===== config.mk =====
export PLATFORM = sky130hd
export DESIGN_NAME = countdown_timer_flat
export DESIGN_NICKNAME = d
export VERILOG_FILES = /design/src/rtl/countdown_timer_pkg.sv /design/src/rtl/countdown_timer_if.sv /design/src/rtl/countdown_timer_expiry_event_counter.sv /design/src/rtl/countdown_timer.sv /design/src/flat_wrapper.sv
export SDC_FILE = /design/constraint.sdc
export NUM_CORES = 1
export LEC_CHECK = 0
export ABC_AREA = 1
export BUFFER_PORTS_ARGS = -buffer_cell sky130_fd_sc_hd__buf_2
export CAP_MARGIN = 30
export CORE_MARGIN = 2
export CORE_UTILIZATION = 40
export CTS_CLUSTER_SIZE = 14
export DETAILED_ROUTE_END_ITERATION = 6
export PLACE_DENSITY = 0.61
export SYNTH_ARGS = -nofsm -noshare
export SYNTH_HDL_FRONTEND = slang
export SYNTH_HIERARCHICAL = 1
export SYNTH_SLANG_ARGS = --single-unit

===== constraint.sdc =====
create_clock -name clk -period 2.55 [get_ports clk]
set_clock_uncertainty 0.15 [all_clocks]
set_input_delay 0.255 -clock clk [delete_from_list [all_inputs] [get_ports clk]]
set_output_delay 0.255 -clock clk [all_outputs]
set_load 0.05 [all_outputs]

===== src/rtl/countdown_timer_pkg.sv =====
// Shared definitions for the countdown timer: FSM state encoding and default widths.
package countdown_timer_pkg;

    typedef enum logic [1:0] {
        ST_IDLE    = 2'd0,
        ST_RUN     = 2'd1,
        ST_EXPIRED = 2'd2
    } state_t;

    localparam int DEF_NBITS = 32;
    localparam int DEF_EBITS = 16;

endpackage


===== src/rtl/countdown_timer_if.sv =====
// Control/status bundle between a timer user (master) and the countdown timer (slave).
interface countdown_timer_if #(
    parameter int p_nbits = countdown_timer_pkg::DEF_NBITS,
    parameter int p_ebits = countdown_timer_pkg::DEF_EBITS
) ();

    logic [p_nbits-1:0] load_val;
    logic               start;
    logic               periodic;
    logic               cnten;
    logic               abort;
    logic               done_ack;
    logic               busy;
    logic               done;
    logic               tick;
    logic [p_nbits-1:0] remaining;
    logic [p_ebits-1:0] expire_cnt;

    modport master (
        output load_val, start, periodic, cnten, abort, done_ack,
        input  busy, done, tick, remaining, expire_cnt
    );

    modport slave (
        input  load_val, start, periodic, cnten, abort, done_ack,
        output busy, done, tick, remaining, expire_cnt
    );

endinterface


===== src/rtl/countdown_timer_expiry_event_counter.sv =====
// Wrap-around event counter: increments once per expire strobe, cleared by synchronous reset.
module countdown_timer_expiry_event_counter
    import countdown_timer_pkg::*;
#(
    parameter int p_ebits = DEF_EBITS
) (
    input  logic               clk,
    input  logic               reset,
    input  logic               i_expire,
    output logic [p_ebits-1:0] o_count
);

    logic [p_ebits-1:0] r_count;

    always_ff @(posedge clk) begin
        if (reset) begin
            r_count <= '0;
        end else if (i_expire) begin
            r_count <= r_count + p_ebits'(1);
        end
    end

    assign o_count = r_count;

endmodule


===== src/rtl/countdown_timer.sv =====
// Loadable down-counting timer with one-shot (held done) and periodic (auto-reload, tick) modes.
//
//  state      | meaning
//  ST_IDLE    | stopped; cnten ignored, remaining holds
//  ST_RUN     | counting down while cnten=1; busy=1
//  ST_EXPIRED | one-shot expiry held; done=1 until done_ack
module countdown_timer
    import countdown_timer_pkg::*;
#(
    parameter int p_nbits = DEF_NBITS,
    parameter int p_ebits = DEF_EBITS
) (
    input logic              clk,
    input logic              reset,
    countdown_timer_if.slave bus
);

    localparam logic [p_nbits-1:0] ONE = p_nbits'(1);

    state_t             r_state;
    logic [p_nbits-1:0] r_remaining;
    logic [p_nbits-1:0] r_reload;
    logic               r_mode;
    logic               r_tick;

    logic               w_load_zero;
    logic               w_terminal;
    logic               w_expire;
    logic [p_ebits-1:0] w_expire_cnt;

    assign w_load_zero = (bus.load_val == '0);
    assign w_terminal  = (r_remaining <= ONE);

    // A zero-length start is an expiry in either mode, even though periodic never enters RUN.
    assign w_expire = !reset && !bus.abort &&
                      (bus.start ? w_load_zero
                                 : (r_state == ST_RUN && bus.cnten && w_terminal));

    always_ff @(posedge clk) begin
        r_tick <= 1'b0;
        if (reset) begin
            r_state     <= ST_IDLE;
            r_remaining <= '0;
            r_reload    <= '0;
            r_mode      <= 1'b0;
        end else if (bus.abort) begin
            r_state     <= ST_IDLE;
            r_remaining <= '0;
        end else if (bus.start) begin
            r_reload <= bus.load_val;
            r_mode   <= bus.periodic;
            if (!w_load_zero) begin
                r_remaining <= bus.load_val;
                r_state     <= ST_RUN;
            end else begin
                r_remaining <= '0;
                r_state     <= bus.periodic ? ST_IDLE : ST_EXPIRED;
            end
        end else begin
            case (r_state)
                ST_RUN: begin
                    if (bus.cnten) begin
                        if (!w_terminal) begin
                            r_remaining <= r_remaining - ONE;
                        end else if (r_mode) begin
                            r_remaining <= r_reload;
                            r_tick      <= 1'b1;
                        end else begin
                            r_remaining <= '0;
                            r_state     <= ST_EXPIRED;
                        end
                    end
                end
                ST_EXPIRED: begin
                    if (bus.done_ack) begin
                        r_state <= ST_IDLE;
                    end
                end
                default: ;
            endcase
        end
    end

    countdown_timer_expiry_event_counter #(
        .p_ebits (p_ebits)
    ) u_expiry_cnt (
        .clk      (clk),
        .reset    (reset),
        .i_expire (w_expire),
        .o_count  (w_expire_cnt)
    );

    assign bus.busy       = (r_state == ST_RUN);
    assign bus.done       = (r_state == ST_EXPIRED);
    assign bus.tick       = r_tick;
    assign bus.remaining  = r_remaining;
    assign bus.expire_cnt = w_expire_cnt;

endmodule

===== src/flat_wrapper.sv =====
// flat-port wrapper written by rule: the top's interface ports become plain ports
module countdown_timer_flat import countdown_timer_pkg::*;
#(
    parameter int p_nbits = DEF_NBITS,
    parameter int p_ebits = DEF_EBITS
)
  (clk, reset, bus_load_val, bus_start, bus_periodic, bus_cnten, bus_abort, bus_done_ack, bus_busy, bus_done, bus_tick, bus_remaining, bus_expire_cnt);
  countdown_timer_if #(.p_nbits(p_nbits), .p_ebits(p_ebits)) bus_i ();
  input logic clk;
  input logic reset;
  input wire logic [$bits(bus_i.load_val)-1:0] bus_load_val;
  input wire logic [$bits(bus_i.start)-1:0] bus_start;
  input wire logic [$bits(bus_i.periodic)-1:0] bus_periodic;
  input wire logic [$bits(bus_i.cnten)-1:0] bus_cnten;
  input wire logic [$bits(bus_i.abort)-1:0] bus_abort;
  input wire logic [$bits(bus_i.done_ack)-1:0] bus_done_ack;
  output wire logic [$bits(bus_i.busy)-1:0] bus_busy;
  output wire logic [$bits(bus_i.done)-1:0] bus_done;
  output wire logic [$bits(bus_i.tick)-1:0] bus_tick;
  output wire logic [$bits(bus_i.remaining)-1:0] bus_remaining;
  output wire logic [$bits(bus_i.expire_cnt)-1:0] bus_expire_cnt;
  assign bus_i.load_val = bus_load_val;
  assign bus_i.start = bus_start;
  assign bus_i.periodic = bus_periodic;
  assign bus_i.cnten = bus_cnten;
  assign bus_i.abort = bus_abort;
  assign bus_i.done_ack = bus_done_ack;
  assign bus_busy = bus_i.busy;
  assign bus_done = bus_i.done;
  assign bus_tick = bus_i.tick;
  assign bus_remaining = bus_i.remaining;
  assign bus_expire_cnt = bus_i.expire_cnt;
  countdown_timer #(.p_nbits(p_nbits), .p_ebits(p_ebits)) u_core (.clk(clk), .reset(reset), .bus(bus_i));
endmodule

After elaboration in Yosys (flattened, before gate mapping)
Index checks and enable logic that the tools add are counted.
{ "word_totals": {"register_bits": 84, "output_inout_bits": 51} }
{ "op_classes": {"reduce_logical": 15, "order_cmp": 1, "add_sub_neg": 2, "n_mux": 16, "eq_ne": 6, "bitwise_logic": 4} }
{ "ops": {"columns": ["op", "count"], "rows": [
  ["two-way mux 32 bit", 6],
  ["less-or-equal comparator 32 x 1 -> 1 bit (second input constant)", 1],
  ["zero test 32 bit", 1],
  ["subtractor 32 x 1 -> 32 bit (second input constant)", 1],
  ["adder 16 x 1 -> 16 bit (second input constant)", 1],
  ["two-way mux 2 bit", 7],
  ["!= test 3 bit (second input constant)", 3],
  ["OR reduction 6 bit", 1],
  ["AND reduction 5 bit", 1],
  ["logical AND 1 bit", 4],
  ["inverter 1 bit", 4],
  ["case mux 2 bit (2 select lines)", 1],
  ["AND reduction 2 bit", 2],
  ["nonzero test 2 bit", 2],
  ["!= test 3 x 2 -> 1 bit (second input constant)", 1],
  ["nonzero test 3 bit", 1],
  ["equality test 2 x 1 -> 1 bit (second input constant)", 1],
  ["equality test 2 bit (second input constant)", 1],
  ["zero test 1 bit", 2],
  ["two-way mux 1 bit", 2],
  ["OR reduction 2 bit", 1]
]} }

Logic depth before layout (Yosys ltp)
{ "depth": {"ltp_word": 5, "ltp_mapped": 16, "mapped_depth_nobuf": 15} }

Cells and area by module
Netlist, hierarchy kept.
{ "by_module_without_submodules": {"columns": ["mod", "cells_per_inst", "instances", "area_per_inst_um2", "seq_area_each_um2"], "rows": [
  ["countdown_timer", 706, 1, 4291.6, 1361.3],
  ["countdown_timer_expiry_event_counter", 126, 1, 847.1, 320.3]
]} }

Worst setup path after synthesis
No wires, ideal clock.
{ "synth_path": {"path_type": "reg-to-reg", "startpoint": "register u_core.r_state[0]", "endpoint": "register u_core.u_expiry_cnt.r_count[13] (netlist: u_core/u_expiry_cnt/o_count[13])", "setup_slack_ps": -361, "setup_ps": 110, "t_required_ps": 2290, "arrival_ps": 2651, "n_path_buf": 2, "stages_incl_launch_ff": 16, "path_cell_list": "dfxtp_1 > inv_1 > nor2_1 > nand2_1 > nand2_1 > inv_1 > buf_2 > nor4_1 > buf_4 > nand2_1 > nor2_4 > nand2_2 > nor2_2 > nand3_1 > nand2_1 > nor2_1"} }
{ "synth_between": {"elab_chain_len": 5} }
{ "synth_rtl": {"columns": ["element", "line_no", "rtl"], "rows": [
  ["start, declared", "countdown_timer.sv:20", "state_t r_state;"],
  ["start signal, assigned", "countdown_timer.sv:57", "r_state <= bus.periodic ? ST_IDLE : ST_EXPIRED;"],
  ["equality test 2 x 1 -> 1 bit", null, null],
  ["net bus_busy", "flat_wrapper.sv:17", "output wire logic [$bits(bus_i.busy)-1:0] bus_busy;"],
  ["logical AND 1 bit (2 in series)", "countdown_timer.sv:37", ": (r_state == ST_RUN && bus.cnten && w_terminal));"],
  ["two-way mux 1 bit", "countdown_timer.sv:36", "(bus.start ? w_load_zero"],
  ["logical AND 1 bit", "countdown_timer.sv:35", "assign w_expire = !reset && !bus.abort &&"],
  ["net u_core.w_expire", "countdown_timer.sv:28", "logic w_expire;"],
  ["end signal, assigned", "countdown_timer_expiry_event_counter.sv:19", "r_count <= r_count + p_ebits'(1);"],
  ["end, declared", "countdown_timer_expiry_event_counter.sv:13", "logic [p_ebits-1:0] r_count;"]
]} }
The timed path passes the listed nets, and every way through them passes these cells.
A chain may end at the register's enable or synchronous reset.

Worst setup path in the final report
{ "layout_path": {"startpoint": "register u_core.r_remaining[0] (netlist: u_core/bus.remaining[0])", "endpoint": "register u_core.u_expiry_cnt.r_count[6] (netlist: u_core/u_expiry_cnt/o_count[6])"} }
{ "layout_between": {"elab_chain_len": 4} }
{ "layout_rtl": {"columns": ["element", "line_no", "rtl"], "rows": [
  ["start, declared", "countdown_timer.sv:21", "logic [p_nbits-1:0] r_remaining;"],
  ["start signal, assigned", "countdown_timer.sv:53", "r_remaining <= bus.load_val;"],
  ["start signal, assigned", "countdown_timer.sv:64", "r_remaining <= r_remaining - ONE;"],
  ["start signal, assigned", "countdown_timer.sv:66", "r_remaining <= r_reload;"],
  ["less-or-equal comparator 32 x 1 -> 1 bit", "countdown_timer.sv:32", "assign w_terminal = (r_remaining <= ONE);"],
  ["logical AND 1 bit", "countdown_timer.sv:37", null],
  ["two-way mux 1 bit", "countdown_timer.sv:36", null],
  ["logical AND 1 bit", "countdown_timer.sv:35", null],
  ["net u_core.w_expire", "countdown_timer.sv:28", null]
]} }
The timed path passes the listed nets, and every way through them passes these cells.

==> flow_metrics.py <==
metrics = {
    "outcome": {
        "status": "finished, final reports clean",
    },
    "clock_tree": {
        "clock_tree_from_tritoncts": "built",
        "clockRootBuffer": "clkbuf_16",
        "htree_num_levels": 3,
        "clk-insertion-delay-late_ps": 350,
        "worst_setup_hold_path_clk_slew_ps": 70,
        "cts-buffers-inserted": 9,
        "clock-sinks": 84,
        "clock_tree.buffer_depth": 2,
    },
    "sta": {
        "final.period_utilization": 0.9559,
        "maxSlewHeadroom": 0.6847,
        "timing.final.setup_violations": 0,
        "max_slew.worst_pin.slew_ps": 473.0,
        "finalHoldViolCount": 0,
        "final_critical_path_setup_slack_ps": 112.5,
        "final_critical_delay_including_setup_and_external_delays_ps": 2437,
        "rsz0062_at_grt": "true",
        "slew_viol_final": 0,
        "clock.fmax_ghz": 0.4103,
    },
    "floorplanning": {
        "die_area_um2": 13770,
        "start_util": 0.4089,
        "ioPinCount": 90,
        "dieHeight_um": 117.3,
        "dieWidth_um": 117.3,
        "core.rowCount": 41,
        "placeableCoreArea_um2": 12570,
    },
    "yosys": {
        "gate_count_post_synth": 832,
        "yosysSeqAreaShare": 0.3272,
        "yosysTopAreaCell": "dfxtp_1",
        "yosysWarningCount": 6,
        "count_of_state_elements_after_synthesis": 84,
        "synthDominantCellAreaShare": 0.3272,
        "synth.avg_cell_area_um2": 6.176,
        "synth_area_um2": 5139,
        "synthesis.nets": 874,
        "synth.distinct_cells": 33,
        "synth.area.top_cells": "dfxtp_1, nand2_1, a21oi_1",
    },
    "grt": {
        "globalRouteMet2Util": 0.3878,
        "grt_busiest_layer": "met2",
        "gr-usage-met3": 0.05107,
        "grt_util_all_layers": 0.2530,
        "gr-total-overflow": 0,
        "number_of_antenna_violations_at_the_first_check_in_global_routing": 0,
        "grt_pass1_vias": 5190,
        "grt_pass1_wl_mm": 27.65,
        "grt_start_max_net_pins": 40,
        "groute.layer.met1.usage": 0.3635,
    },
    "setup_path": {
        "setup.worst_path.start_class": "register",
        "critical_path_cell_list": "inv_2 -> ha_2 -> nor2_1 -> nor2_2 -> nand3_2 -> nor2_4 -> nor2_2 -> nor4_2 -> buf_4 -> buf_4 -> nand3_2 -> nor3b_1 -> a21oi_1",
        "rr_worst_depth": 13,
        "peak_per_stage_delay_on_the_critical_path_ps": 350,
        "worst_path_max_delay_cell": "dfxtp_2",
        "cp_data_required_time_ps": 2620,
        "critical_path_arrival_ps": 2510,
        "criticalPathCategory": "register to register",
        "end_kind": "register",
        "timing.critical_path.fanout_max": 5,
    },
    "detailed_routing": {
        "routed_wl_mm": 17.24,
        "vias_per_cell": 5.090,
        "routedWlPerCell_um": 15.29,
        "dr_drc_count": 0,
        "drt_iter0_drc": 468,
        "detailedRoute.firstPassIterationCount": 5,
        "routed-via-count": 5742,
        "ant_nets": 0,
    },
    "placed_design": {
        "port_buffers": 89,
        "routability_congestion_estimate": 0.9665,
        "detailed_place.area_um2": 6002,
        "detailedPlace.worstSlack_ps": -44.02,
        "post_detailed_placement_half_perimeter_wirelength_mm": 13.19,
    },
    "cells_and_area": {
        "syn2layout_area_growth_pct": 23.64,
        "stdcell_area_um2": 6354,
        "layout_commonest_cell": "nand2_1",
        "finish.net_count": 993,
        "drive_gt1_frac": 0.2322,
        "most-common-layout-cells": "nand2_1, nor2_1, a21oi_1",
        "nFillCells": 1353,
        "antennaDiodeCount": 0,
    },
    "power": {
        "power.density_cell_area_nw_per_um2": 571.9,
        "worst_ir_drop_vdd_uv": 445.4,
        "leakage_nw": 2.972,
    },
    "hold_path": {
        "whs_path_depth": 3,
        "hold_path_class": "primary input to register",
    },
    "flow_run": {
        "timing.max_cap.violations": 0,
    },
}
## sequential cells by signal, summed over array words and instances, names as in the netlist
register                     flops
u_core/r_reload                 32
u_core/bus.tick                  1
u_core/u_expiry_cnt/o_count     16
u_core/bus.remaining            32
u_core/r_mode                    1
u_core/r_state                   2
## final cells by class
| class | count | area, µm² | area share |
|---|---|---|---|
| Timing Repair Buffer | 140 | 828.3 | 0.1304 |
| Clock buffer | 11 | 242.7 | 0.03820 |
| Inverter | 77 | 289.0 | 0.04549 |
| Multi-Input combinational cell | 639 | 3055 | 0.4809 |
| Clock inverter | 5 | 37.54 | 0.005908 |
| Tap cell | 172 | 215.2 | 0.03387 |
| Sequential cell | 84 | 1685 | 0.2653 |
## power breakdown
part	switching (mW)	internal [mW]	total (mW)
logic	0.678	0.304	0.982
registers	0.0363	1.37	1.40
clock network	0.560	0.689	1.25
## Yosys cell counts, drive strengths merged
cell type    n
inv         77
nor3         7
dfxtp       84
nand4        7
o21ai       59
a211oi       5
xnor2        1
a21o         1
buf         18
ha           3
xor2         9
and2         1
nor3b        1
nand3       49
nor4         2
a31oi        3
o21bai       2
nor2       137
clkbuf      14
a21oi       99
nand2      253
## final timing paths
| path | startpoint | end | slack, ps |
|---|---|---|---|
| setup / recovery | u_core/bus.remaining[0] | u_core/u_expiry_cnt/o_count[6] | 110 |
| hold / removal | bus_load_val[27] | u_core/r_reload[27] | 30 |
| setup reg to reg | u_core/bus.remaining[0] | u_core/u_expiry_cnt/o_count[6] | 110 |
| hold reg to reg | u_core/r_reload[14] | u_core/r_reload[14] | 310 |
## per-layer routing
metal  up-vias  wire length (µm)
met5         -                 0
met4         0               289
met3        20              1358
met2       228              7635
met1      2590              7959
li1       2904                 -
## cells by family (layout without fill, tap and decap cells)
kind of cell	count (synthesis)	in the layout	synth area share
simple gates	457	457	0.3891
compound gates	169	169	0.1721
buf+inv	109	233	0.08717
flops	84	84	0.3272
xor+xnor	10	10	0.01705
fa+ha+maj	3	3	0.007305
## critical path: cells and delay by family, from the launching register on
kind	cells	cell delay, ps
AOI/OAI and AO/OA	1	120
adders and majority gates	1	170
buffers and inverters	3	370
DFF	1	350
and+or+nand+nor	8	1140
## through the flow
step / std cells / power [mW] / setup TNS (ps) / util / hold WS (ps)
final: 1128 / 3.633 / 0 / 0.5055 / 27.72
after global routing: 1128 / 3.811 / -16.23 / 0.5055 / 26.96
after CTS: 1123 / 3.644 / 0 / 0.4999 / 14.72
after detailed placement: 1107 / 2.389 / -82.30 / 0.4776 / 302.0
after global placement: 1107 / 2.391 / 0 / 0.4776 / 298.7
after floorplan: 832 / 2.089 / 0 / - / 176.5
## what timing repair did
item | 4_1_cts | 5_1_grt
setup endpoints to repair | 0 | 12
hold buffers | 0 | 0
gates resized for setup | 0 | 11
setup buffers | 0 | 5
(Power assumes the default switching activity.)
